===== src/rtl/id_ex_stage_if.sv =====
// id_ex_stage_if: upstream decode, forwarding, flush and ALU-side signals of the ID/EX stage.
interface id_ex_stage_if;
   logic        in_valid;
   logic        in_ready;
   logic [31:0] in_rd1;
   logic [31:0] in_rd2;
   logic [31:0] in_imm;
   logic        in_alusrc;
   logic [2:0]  in_alu_control;
   logic [4:0]  in_rs1;
   logic [4:0]  in_rs2;
   logic [4:0]  in_rd;
   logic        in_regwrite;
   logic        fwd_mem_we;
   logic [4:0]  fwd_mem_rd;
   logic [31:0] fwd_mem_data;
   logic        fwd_wb_we;
   logic [4:0]  fwd_wb_rd;
   logic [31:0] fwd_wb_data;
   logic        flush;
   logic        out_valid;
   logic        out_ready;
   logic [31:0] srca;
   logic [31:0] srcb;
   logic [2:0]  alu_control;
   logic [4:0]  rd;
   logic        regwrite;
   modport slave (
      input  in_valid, in_rd1, in_rd2, in_imm, in_alusrc, in_alu_control, in_rs1, in_rs2, in_rd, in_regwrite,
      input  fwd_mem_we, fwd_mem_rd, fwd_mem_data, fwd_wb_we, fwd_wb_rd, fwd_wb_data,
      input  flush, out_ready,
      output in_ready, out_valid, srca, srcb, alu_control, rd, regwrite
   );
   modport master (
      output in_valid, in_rd1, in_rd2, in_imm, in_alusrc, in_alu_control, in_rs1, in_rs2, in_rd, in_regwrite,
      output fwd_mem_we, fwd_mem_rd, fwd_mem_data, fwd_wb_we, fwd_wb_rd, fwd_wb_data,
      output flush, out_ready,
      input  in_ready, out_valid, srca, srcb, alu_control, rd, regwrite
   );
endinterface


===== src/rtl/id_ex_stage.sv =====
// id_ex_stage: two-entry (head + skid) ID/EX pipeline register with operand forwarding at capture.
// Forwarding is enabled by defining ID_EX_FORWARD_EN; otherwise the fwd_* signals are ignored.
module id_ex_stage (
   input  logic         clk,
   input  logic         reset_n,
   id_ex_stage_if.slave bus
);
   typedef enum logic [1:0] {EMPTY, ONE, TWO} state_t;
   typedef struct packed {
      logic [31:0] a;
      logic [31:0] b;
      logic [2:0]  alu_control;
      logic [4:0]  rd;
      logic        regwrite;
   } entry_t;
   state_t      state, state_nxt;
   entry_t      head, skid, cap;
   logic        in_ready_q, accept, pop;
   logic [31:0] opa, opb;
`ifdef ID_EX_FORWARD_EN
   // mem stage is younger than wb, so its match wins; x0 is hard-wired zero and never forwarded
   always_comb begin
      opa = (bus.fwd_mem_we && bus.fwd_mem_rd == bus.in_rs1 && bus.in_rs1 != 5'd0) ? bus.fwd_mem_data :
            (bus.fwd_wb_we  && bus.fwd_wb_rd  == bus.in_rs1 && bus.in_rs1 != 5'd0) ? bus.fwd_wb_data  : bus.in_rd1;
      opb = (bus.fwd_mem_we && bus.fwd_mem_rd == bus.in_rs2 && bus.in_rs2 != 5'd0) ? bus.fwd_mem_data :
            (bus.fwd_wb_we  && bus.fwd_wb_rd  == bus.in_rs2 && bus.in_rs2 != 5'd0) ? bus.fwd_wb_data  : bus.in_rd2;
   end
`else
   logic unused_fwd;
   assign unused_fwd = ^{bus.fwd_mem_we, bus.fwd_mem_rd, bus.fwd_mem_data, bus.fwd_wb_we, bus.fwd_wb_rd, bus.fwd_wb_data};
   assign opa = bus.in_rd1;
   assign opb = bus.in_rd2;
`endif
   always_comb begin
      cap.a           = opa;
      cap.b           = bus.in_alusrc ? bus.in_imm : opb;
      cap.alu_control = bus.in_alu_control;
      cap.rd          = bus.in_rd;
      cap.regwrite    = bus.in_regwrite;
   end
   assign accept        = bus.in_valid & in_ready_q;
   assign pop           = bus.out_valid & bus.out_ready;
   assign bus.in_ready  = in_ready_q;
   assign bus.out_valid = state != EMPTY;
   assign bus.srca        = head.a;
   assign bus.srcb        = head.b;
   assign bus.alu_control = head.alu_control;
   assign bus.rd          = head.rd;
   assign bus.regwrite    = head.regwrite;
   always_comb begin
      state_nxt = state;
      state_nxt = bus.flush      ? EMPTY :
                  state == EMPTY ? (accept ? ONE : EMPTY) :
                  state == ONE   ? (accept && !pop ? TWO : !accept && pop ? EMPTY : ONE) :
                                   (pop ? ONE : TWO);
   end
   always_ff @(posedge clk) begin
      if (!reset_n) begin
         state      <= EMPTY;
         in_ready_q <= 1'b1;
      end else begin
         state      <= state_nxt;
         in_ready_q <= state_nxt != TWO;
      end
   end
   // with accept+pop in ONE the new entry goes straight to head; skid only fills when head is held
   always_ff @(posedge clk) begin
      if (!reset_n) begin
         head <= '0;
         skid <= '0;
      end else if (!bus.flush) begin
         if (state == TWO) begin
            if (pop) head <= skid;
         end else if (accept && (state == EMPTY || pop)) head <= cap;
         else if (accept) skid <= cap;
      end
   end
endmodule


===== src/flat_wrapper.sv =====
// flat-port wrapper written by rule: the top's interface ports become plain ports
module id_ex_stage_flat 
  (clk, reset_n, bus_in_valid, bus_in_rd1, bus_in_rd2, bus_in_imm, bus_in_alusrc, bus_in_alu_control, bus_in_rs1, bus_in_rs2, bus_in_rd, bus_in_regwrite, bus_fwd_mem_we, bus_fwd_mem_rd, bus_fwd_mem_data, bus_fwd_wb_we, bus_fwd_wb_rd, bus_fwd_wb_data, bus_flush, bus_out_ready, bus_in_ready, bus_out_valid, bus_srca, bus_srcb, bus_alu_control, bus_rd, bus_regwrite);
  id_ex_stage_if bus_i ();
  input  logic clk;
  input  logic reset_n;
  input wire logic [$bits(bus_i.in_valid)-1:0] bus_in_valid;
  input wire logic [$bits(bus_i.in_rd1)-1:0] bus_in_rd1;
  input wire logic [$bits(bus_i.in_rd2)-1:0] bus_in_rd2;
  input wire logic [$bits(bus_i.in_imm)-1:0] bus_in_imm;
  input wire logic [$bits(bus_i.in_alusrc)-1:0] bus_in_alusrc;
  input wire logic [$bits(bus_i.in_alu_control)-1:0] bus_in_alu_control;
  input wire logic [$bits(bus_i.in_rs1)-1:0] bus_in_rs1;
  input wire logic [$bits(bus_i.in_rs2)-1:0] bus_in_rs2;
  input wire logic [$bits(bus_i.in_rd)-1:0] bus_in_rd;
  input wire logic [$bits(bus_i.in_regwrite)-1:0] bus_in_regwrite;
  input wire logic [$bits(bus_i.fwd_mem_we)-1:0] bus_fwd_mem_we;
  input wire logic [$bits(bus_i.fwd_mem_rd)-1:0] bus_fwd_mem_rd;
  input wire logic [$bits(bus_i.fwd_mem_data)-1:0] bus_fwd_mem_data;
  input wire logic [$bits(bus_i.fwd_wb_we)-1:0] bus_fwd_wb_we;
  input wire logic [$bits(bus_i.fwd_wb_rd)-1:0] bus_fwd_wb_rd;
  input wire logic [$bits(bus_i.fwd_wb_data)-1:0] bus_fwd_wb_data;
  input wire logic [$bits(bus_i.flush)-1:0] bus_flush;
  input wire logic [$bits(bus_i.out_ready)-1:0] bus_out_ready;
  output wire logic [$bits(bus_i.in_ready)-1:0] bus_in_ready;
  output wire logic [$bits(bus_i.out_valid)-1:0] bus_out_valid;
  output wire logic [$bits(bus_i.srca)-1:0] bus_srca;
  output wire logic [$bits(bus_i.srcb)-1:0] bus_srcb;
  output wire logic [$bits(bus_i.alu_control)-1:0] bus_alu_control;
  output wire logic [$bits(bus_i.rd)-1:0] bus_rd;
  output wire logic [$bits(bus_i.regwrite)-1:0] bus_regwrite;
  assign bus_i.in_valid = bus_in_valid;
  assign bus_i.in_rd1 = bus_in_rd1;
  assign bus_i.in_rd2 = bus_in_rd2;
  assign bus_i.in_imm = bus_in_imm;
  assign bus_i.in_alusrc = bus_in_alusrc;
  assign bus_i.in_alu_control = bus_in_alu_control;
  assign bus_i.in_rs1 = bus_in_rs1;
  assign bus_i.in_rs2 = bus_in_rs2;
  assign bus_i.in_rd = bus_in_rd;
  assign bus_i.in_regwrite = bus_in_regwrite;
  assign bus_i.fwd_mem_we = bus_fwd_mem_we;
  assign bus_i.fwd_mem_rd = bus_fwd_mem_rd;
  assign bus_i.fwd_mem_data = bus_fwd_mem_data;
  assign bus_i.fwd_wb_we = bus_fwd_wb_we;
  assign bus_i.fwd_wb_rd = bus_fwd_wb_rd;
  assign bus_i.fwd_wb_data = bus_fwd_wb_data;
  assign bus_i.flush = bus_flush;
  assign bus_i.out_ready = bus_out_ready;
  assign bus_in_ready = bus_i.in_ready;
  assign bus_out_valid = bus_i.out_valid;
  assign bus_srca = bus_i.srca;
  assign bus_srcb = bus_i.srcb;
  assign bus_alu_control = bus_i.alu_control;
  assign bus_rd = bus_i.rd;
  assign bus_regwrite = bus_i.regwrite;
  id_ex_stage u_core (.clk(clk), .reset_n(reset_n), .bus(bus_i));
endmodule

===== config.mk =====
export PLATFORM = sky130hd
export DESIGN_NAME = id_ex_stage_flat
export DESIGN_NICKNAME = d
export VERILOG_FILES = /design/src/rtl/id_ex_stage_if.sv /design/src/rtl/id_ex_stage.sv /design/src/flat_wrapper.sv
export SDC_FILE = /design/constraint.sdc
export NUM_CORES = 1
export LEC_CHECK = 0
export CAP_MARGIN = 40
export CORE_MARGIN = 2
export CORE_UTILIZATION = 50
export CTS_BUF_LIST = sky130_fd_sc_hd__clkbuf_8
export DETAILED_ROUTE_END_ITERATION = 7
export DONT_BUFFER_PORTS = 1
export SLEW_MARGIN = 5
export SYNTH_ARGS = -nofsm -noshare
export SYNTH_HDL_FRONTEND = slang
export SYNTH_SLANG_ARGS = --single-unit

===== constraint.sdc =====
create_clock -name clk -period 5.9 [get_ports clk]
set_input_delay 1.77 -clock clk [delete_from_list [all_inputs] [get_ports clk]]
set_output_delay 1.77 -clock clk [all_outputs]
set_load 0.05 [all_outputs]

Yosys cells after proc, flatten, opt, wreduce, memory -nomap -nowiden
Index checks and enable logic that the tools add are counted.
{"block": "op_classes", "eq_ne": 4, "mux": 11, "bitwise": 5, "n_reduce_logical": 11}
{"cell": "$mux 73", "n": 3}
{"cell": "$mux 32", "n": 1}
{"cell": "$mux 2", "n": 5}
{"cell": "$reduce_and 4->1", "n": 1}
{"cell": "$reduce_bool 2->1", "n": 2}
{"cell": "$logic_and 1x1->1", "n": 3}
{"cell": "$not 1->1", "n": 3}
{"cell": "$reduce_and 3->1", "n": 1}
{"cell": "$and 1x1->1", "n": 2}
{"cell": "$eq 2x1->1 const B", "n": 1}
{"cell": "$eq 2x2->1 const B", "n": 1}
{"cell": "$logic_not 1->1", "n": 2}
{"cell": "$logic_not 2->1", "n": 1}
{"cell": "$mux 1", "n": 2}
{"cell": "$ne 2x1->1 const B", "n": 1}
{"cell": "$ne 2x2->1 const B", "n": 1}
{"cell": "$logic_or 1x1->1", "n": 1}
{"block": "totals", "ff_bits": 149, "word_cells": 43}

Depth between registers and ports, before layout
Gate-level depths: netlist of run 1.
{"block": "logic_depth", "depth_word": 9, "depth_mapped": 8, "ltp_nobuf": 6}

Worst setup path before layout of run 1
Ideal clock, no wire load.
{"block": "synth_timing", "kind": "input port to flip-flop", "from": "in bus_out_ready", "to": "reg u_core.state[0]", "setup_ps": 115, "arrival_time_ps": 3061, "required_time_ps": 5785, "slack_ps": 2724, "path_stages": 7, "n_path_buf": 2, "path_cell_list": "clkbuf_1 > clkbuf_1 > nand2_1 > ha_1 > nor3b_1 > nor4_1 > and2_1"}
{"block": "synth_between", "elab_chain_len": 7}
{"element": "start, declared", "line_no": "flat_wrapper.sv:24", "source": "input wire logic [$bits(bus_i.out_ready)-1:0] bus_out_ready;"}
{"element": "$and 1x1->1 (*)", "line_no": "id_ex_stage.sv:42", "source": "assign pop = bus.out_valid & bus.out_ready;"}
{"element": "$logic_and 1x1->1 / $logic_not 1->1 (equally long branches)", "line_no": "id_ex_stage.sv:54", "source": "state == ONE ? (accept && !pop ? TWO : !accept && pop ? EMPTY : ONE) :"}
{"element": "$mux 1 / $logic_and 1x1->1 (equally long branches)", "line_no": "id_ex_stage.sv:54"}
{"element": "$mux 2", "line_no": "id_ex_stage.sv:54"}
{"element": "$mux 2 (*)", "line_no": "id_ex_stage.sv:54"}
{"element": "$mux 2 (*)", "line_no": "id_ex_stage.sv:53", "source": "state == EMPTY ? (accept ? ONE : EMPTY) :"}
{"element": "$mux 2 (*)", "line_no": "id_ex_stage.sv:52", "source": "state_nxt = bus.flush ? EMPTY :"}
{"element": "end signal, assigned", "line_no": "id_ex_stage.sv:62", "source": "state <= state_nxt;"}
{"element": "end, declared", "line_no": "id_ex_stage.sv:16", "source": "state_t state, state_nxt;"}
Every way passes the cells marked *; elsewhere a longest branch is shown, timed or not.
A chain may end at the register's enable or synchronous reset.

Final worst setup path of run 1
{"block": "layout_timing", "from": "reg u_core.state[1]", "to": "out bus_out_valid"}
{"block": "layout_between", "elab_chain_len": 1}
{"element": "$reduce_bool 2->1", "line_no": "id_ex_stage.sv:44", "source": "assign bus.out_valid = state != EMPTY;"}
{"element": "end, declared", "line_no": "flat_wrapper.sv:26", "source": "output wire logic [$bits(bus_i.out_valid)-1:0] bus_out_valid;"}
No other way between the ends.

==> impl_metrics.ini, run 1 <==
[outcome]
status = complete, no violations

[cells_and_area]
area_delta_synth_final_pct = 4.855
fin_area_um2 = 7566
n_antenna_cell = 0
layout_common_cells = 149 x dfxtp_1, 115 x nand2_1, 73 x a21oi_1
fill_cells = 1278
drive_gt1_frac = 0.1800
fin_nets = 947
final_common_cell = dfxtp_1

[flow_run]
drv_cap = 0

[grt]
grt_start_max_net_pins = 79
antenna_found_initial = 0
grt_util_all_layers = 0.2543
grt_pass1_vias = 5999
overflow = 0
grt_pass1_wl_mm = 30.64

[die]
rows = 43
pin_count = 272
initial_core_util = 0.5158
die_w_um = 124.1
die_h_um = 124.1
die_area_um2 = 15410
core-area_um2 = 13990

[sta]
fin_crit_ps = 3374
worst_slack_ps = 2526
finalHoldViolCount = 0
drv_slew = 0
hold_ws_ps = 477.5
setup_viol = 0
rsz0062_at_grt = false
tns_ps = 0
tightest_slew_ps = 858.5
relSlewSlack = 0.4276
fmax_mhz = 296.4
final.period_utilization = 0.5718
finClkSkew_ps = 13.22

[worst_setup_path]
rrSetupSlack_ps = 3280
cpPeakStageDelay_ps = 740
required_ps = 4130
r2r_cells = 4
cp_cell_sequence = or2_2
critPathTopFamily = flip-flops
crit_path_top_delay_cell = dfxtp_1
crit_type = flop to output pin
r2r_end = u_core.skid[17]
end_kind = output pin
critPathBufInv = 0
r2r_start = u_core.bus.in_ready
crit_arrival_ps = 1600
crit_path_start_kind = flop
critPathMaxFanout = 22

[route]
drt_iter0_drc = 628
wl_mm = 19.40
vias = 6170
ant_nets = 0
viasPerCell = 6.557
drtPass1Iterations = 5
routedWlPerCell_um = 20.61
route.detailed.drc = 0

[place]
placed_area_um2 = 7157
dp.final_hpwl_mm = 11.37
gp_congestion = 0.7892
port_buffers = 0
dp_slack_ps = 2352

[yosys]
yosys_register_bits = 149
ys_warn_count = 0
postSynthCellCount = 816
synth_area_um2 = 7216
seq_area_frac_synth = 0.4134
synth_nets = 1014
ys_types = 39
synth.avg_cell_area_um2 = 8.843

[cts]
h-tree-depth = 4
cts_post_setup_buffers_inserted = 0
clock_latency_ps = 440
clock_path_buffers = 2
cts.sinks = 149
cts-resized-gates = 0
cts_made_buffers = 17
cts.reportedPaths.clkPinSlew_ps = 80
cts_hold_buf = 0
cts_tree = done
root_buffer = clkbuf_8

[pwr]
p_leak_nw = 2.521
power.total_mw = 2.273
irDropWorstVdd_v = 0.0001417
p_per_area_nw_per_um2 = 300.4

[worst_hold_path]
worstHoldEndpoint = u_core.skid[60]
hold_class = flop to flop
min_from = u_core.skid[60]
whs_path_depth = 2
-- synth_stat cells --
cell	count	area, µm²
a2111oi_0	31	271.5
a2111oi_2	10	150.1
a211o_4	1	17.52
a211oi_1	1	7.510
a211oi_4	1	20.02
a21oi_1	73	365.4
a311oi_1	31	271.5
a311oi_2	10	150.1
and2_1	2	12.51
and2b_1	1	7.510
and3b_1	1	8.760
and4b_1	2	20.02
and4bb_1	1	12.51
and4bb_2	1	12.51
buf_1	9	33.78
buf_2	10	50.05
buf_6	5	56.30
buf_8	3	45.04
clkbuf_1	72	270.3
clkbuf_2	1	5.000
clkinv_1	2	7.510
dfxtp_1	149	2983
ha_1	1	12.51
inv_2	1	3.750
mux2_2	32	360.4
mux2i_1	32	320.3
nand2_1	115	431.7
nand2b_1	2	12.51
nand3_1	41	205.2
nand4b_1	1	8.760
nor2b_1	1	6.260
nor3_1	64	320.3
nor3b_1	1	7.510
nor4_1	1	6.260
o211a_1	1	10.01
o211ai_1	32	240.2
o21ai_0	41	205.2
or2_2	1	6.260
or3b_2	32	280.3
-- stage by stage --
stage,util,cells
after floorplan,-,816
after global routing,0.5409,941
final,0.5409,941
after detailed placement,0.5116,910
after global placement,0.5043,905
after CTS,0.5409,941
-- routing by layer --
| layer | GRT usage | part of all wire |
|---|---|---|
| met1 | 0.3198 | 0.43 |
| met3 | 0.08929 | 0.10 |
| met2 | 0.4068 | 0.46 |
| met4 | 0.08357 | 0.0088 |
| met5 | 0 | 0 |
-- flip-flops by register name (all words and copies together) (netlist names) --
register / count
u_core.skid: 73
u_core.bus.regwrite: 1
u_core.bus.in_ready: 1
u_core.bus.alu_control: 3
u_core.bus.srcb: 32
u_core.bus.rd: 5
u_core.state: 2
u_core.bus.srca: 32
-- power breakdown --
part           switching, mW  internal [mW]
logic                  0.123         0.0937
registers              0.184           1.05
clock network          0.374          0.445
-- worst max path at each step --
stage                                      to  cells after the start            start
after floorplan               u_core.state[0]                      7    bus_out_ready
after global placement    u_core.bus.srca[12]                      3     bus_in_valid
after detailed placement      u_core.skid[17]                      4        bus_flush
after CTS                       bus_out_valid                      1  u_core.state[1]
final                           bus_out_valid                      1  u_core.state[1]
after global routing            bus_out_valid                      1  u_core.state[1]
-- worst reg2reg max path: stages (launching register included) --
cell	delay (ps)
dfxtp_1	770
and4b_2	960
buf_4	490
a21oi_1	140
nor3_1	190
-- final cells by class --
type                            count  area [µm²]  area share
Tap cell                          180       225.2     0.02977
Inverter                            3       13.76    0.001819
Timing Repair Buffer               14       170.2     0.02249
Clock buffer                       20       275.3     0.03638
Sequential cell                   149        2983      0.3942
Clock inverter                     11       133.9     0.01769
Multi-Input combinational cell    564        3765      0.4976
-- kinds of logic (layout without fill, tap and decap cells) --
family / after synthesis / in the layout / share of synthesized area
and+or+nand+nor: 267 / 267 / 0.1883
AOI/OAI and AO/OA: 232 / 232 / 0.2369
DFF: 149 / 149 / 0.4134
buffers and inverters: 103 / 48 / 0.06537
muxes: 64 / 64 / 0.09433
adders and majority gates: 1 / 1 / 0.001734
No activity file was read; power rests on OpenSTA's default activity.
==> run 2: changes to the inputs <==
--- a/config.mk
+++ b/config.mk
@@ -11,6 +11,7 @@
 export CTS_BUF_LIST = sky130_fd_sc_hd__clkbuf_8
 export DETAILED_ROUTE_END_ITERATION = 7
 export DONT_BUFFER_PORTS = 1
+export PLACE_DENSITY = 0.68
 export SLEW_MARGIN = 5
 export SYNTH_ARGS = -nofsm -noshare
 export SYNTH_HDL_FRONTEND = slang
==> constraint.sdc (replaced) <==
create_clock -name clk -period 2.8 [get_ports clk]
set_input_delay 0.84 -clock clk [delete_from_list [all_inputs] [get_ports clk]]
set_output_delay 0.84 -clock clk [all_outputs]
set_load 0.05 [all_outputs]
==> impl_metrics.ini, run 2 (synthesis gave the netlist of run 1 again) <==
[outcome]
status = complete, no violations

[pwr]
p_leak_nw = 2.552
power.total_mw = 4.773
p_per_area_nw_per_um2 = 627.5
irDropWorstVdd_v = 0.0002898

[place]
gp_congestion = 0.7799
dp.final_hpwl_mm = 11.85
port_buffers = 0

[die]
initial_core_util = 0.5158
core-area_um2 = 13990
die_area_um2 = 15410
rows = 43
die_h_um = 124.1
pin_count = 272
die_w_um = 124.1

[cells_and_area]
n_antenna_cell = 0
postLayoutCoreUtil = 0.5437
area_delta_synth_final_pct = 5.410
layout_common_cells = 149 x dfxtp_1, 115 x nand2_1, 73 x a21oi_1
drive_gt1_frac = 0.1888
largest_reg_flops = 73
fill_cells = 1272
top_register = u_core.skid
fin_nets = 955
final_common_cell = dfxtp_1

[sta]
drv_slew = 0
final.period_utilization = 0.8359
fmax_mhz = 427.2
rsz0062_at_grt = false
setup_viol = 0
fin_crit_ps = 2341
finClkSkew_ps = 11.54
tightest_slew_ps = 673.3
relSlewSlack = 0.5511
finalHoldViolCount = 0
tns_ps = 0

[cts]
cts-resized-gates = 0
cts_made_buffers = 17
cts_post_setup_buffers_inserted = 0
clock_latency_ps = 450
clock_path_buffers = 2
cts.reportedPaths.clkPinSlew_ps = 80
cts_hold_buf = 0
cts.sinks = 149
h-tree-depth = 4
root_buffer = clkbuf_8
cts_tree = done

[worst_setup_path]
r2r_end = u_core.bus.srca[0]
worstSetupStartpoint = u_core.state[1]
r2r_cells = 5
critPathMaxFanout = 40
cpPeakStageDelay_ps = 390
crit_path_start_kind = flop
rrSetupSlack_ps = 640
r2r_start = u_core.state[1]
cp_cell_sequence = buf_4, or2_2
end_kind = output pin
crit_path_top_delay_cell = or2_2
critPathCapture = bus_out_valid
critPathBufInv = 1
crit_type = flop to output pin
required_ps = 1960
critPathTopFamily = simple AND/OR/NAND/NOR gates
crit_arrival_ps = 1500
cp.depth = 2

[route]
drt_iter0_drc = 468
vias = 6122
viasPerCell = 6.458
route.detailed.drc = 0
routedWlPerCell_um = 20.54
ant_nets = 0
drtPass1Iterations = 7
wl_mm = 19.47

[flow_run]
drv_cap = 0

[grt]
antenna_found_initial = 0
grt_start_max_net_pins = 79
grt_pass1_vias = 5794
grt_util_all_layers = 0.2477
overflow = 0
grt_pass1_wl_mm = 29.86

[worst_hold_path]
hold_class = flop to flop
-- run 2: cell count changes in the layout (fill, tap and decap cells not counted), sizes merged --
cell    change
buf         +8
clkbuf      -1
clkinv      +1
inv         -1
-- run 2: where the power goes --
part	internal, mW	total (mW)	switching [mW]
sequential	2.22	2.60	0.384
combinational	0.200	0.466	0.266
clock	0.908	1.70	0.795
total	3.33	4.77	1.44
-- run 2: how the worst min path moves through the flow --
stage                         start              end  slack (ps)  cells past startpoint
floorplan            u_core.skid[0]   u_core.skid[0]         450                      2
global placement    u_core.skid[42]  u_core.skid[42]         460                      2
detailed placement   u_core.skid[6]   u_core.skid[6]         470                      2
CTS                  u_core.skid[6]   u_core.skid[6]         480                      2
global route        u_core.skid[50]  u_core.skid[50]         490                      2
finish               u_core.skid[6]   u_core.skid[6]         480                      2
-- run 2: area by class of cell --
class | instances | area (µm²) | area share
multi-input combinational | 564 | 3765 | 0.4950
clock buffer | 19 | 261.5 | 0.03438
sequential | 149 | 2983 | 0.3922
timing repair buffer | 22 | 222.7 | 0.02928
clock inverter | 11 | 135.1 | 0.01777
inverter | 3 | 13.76 | 0.001810
tap | 180 | 225.2 | 0.02961
-- run 2: worst reg2reg max path, delay by kind of cell (launching register included) --
kind	cells	cell delay, ps
AOI/OAI and AO/OA	2	660
DFF	1	330
buffers and inverters	2	630
and+or+nand+nor	1	400
-- run 2: metal layers --
layer,track usage,wire length (µm)
met1,0.3277,8544
met2,0.3825,8866
met3,0.08196,1858
met4,0.07725,201
met5,0,0
-- run 2: stage by stage --
step	instances	instance area, µm²	hold slack (ps)	worst slack (ps)
2_1_floorplan	816	7216	454.1	553.6
3_3_place_gp	917	7182	460.4	196.2
3_5_place_dp	918	7209	467.6	336.8
4_1_cts	948	7606	478.5	430.3
5_1_grt	948	7606	493.4	356.8
6_report	948	7606	475.5	459.4
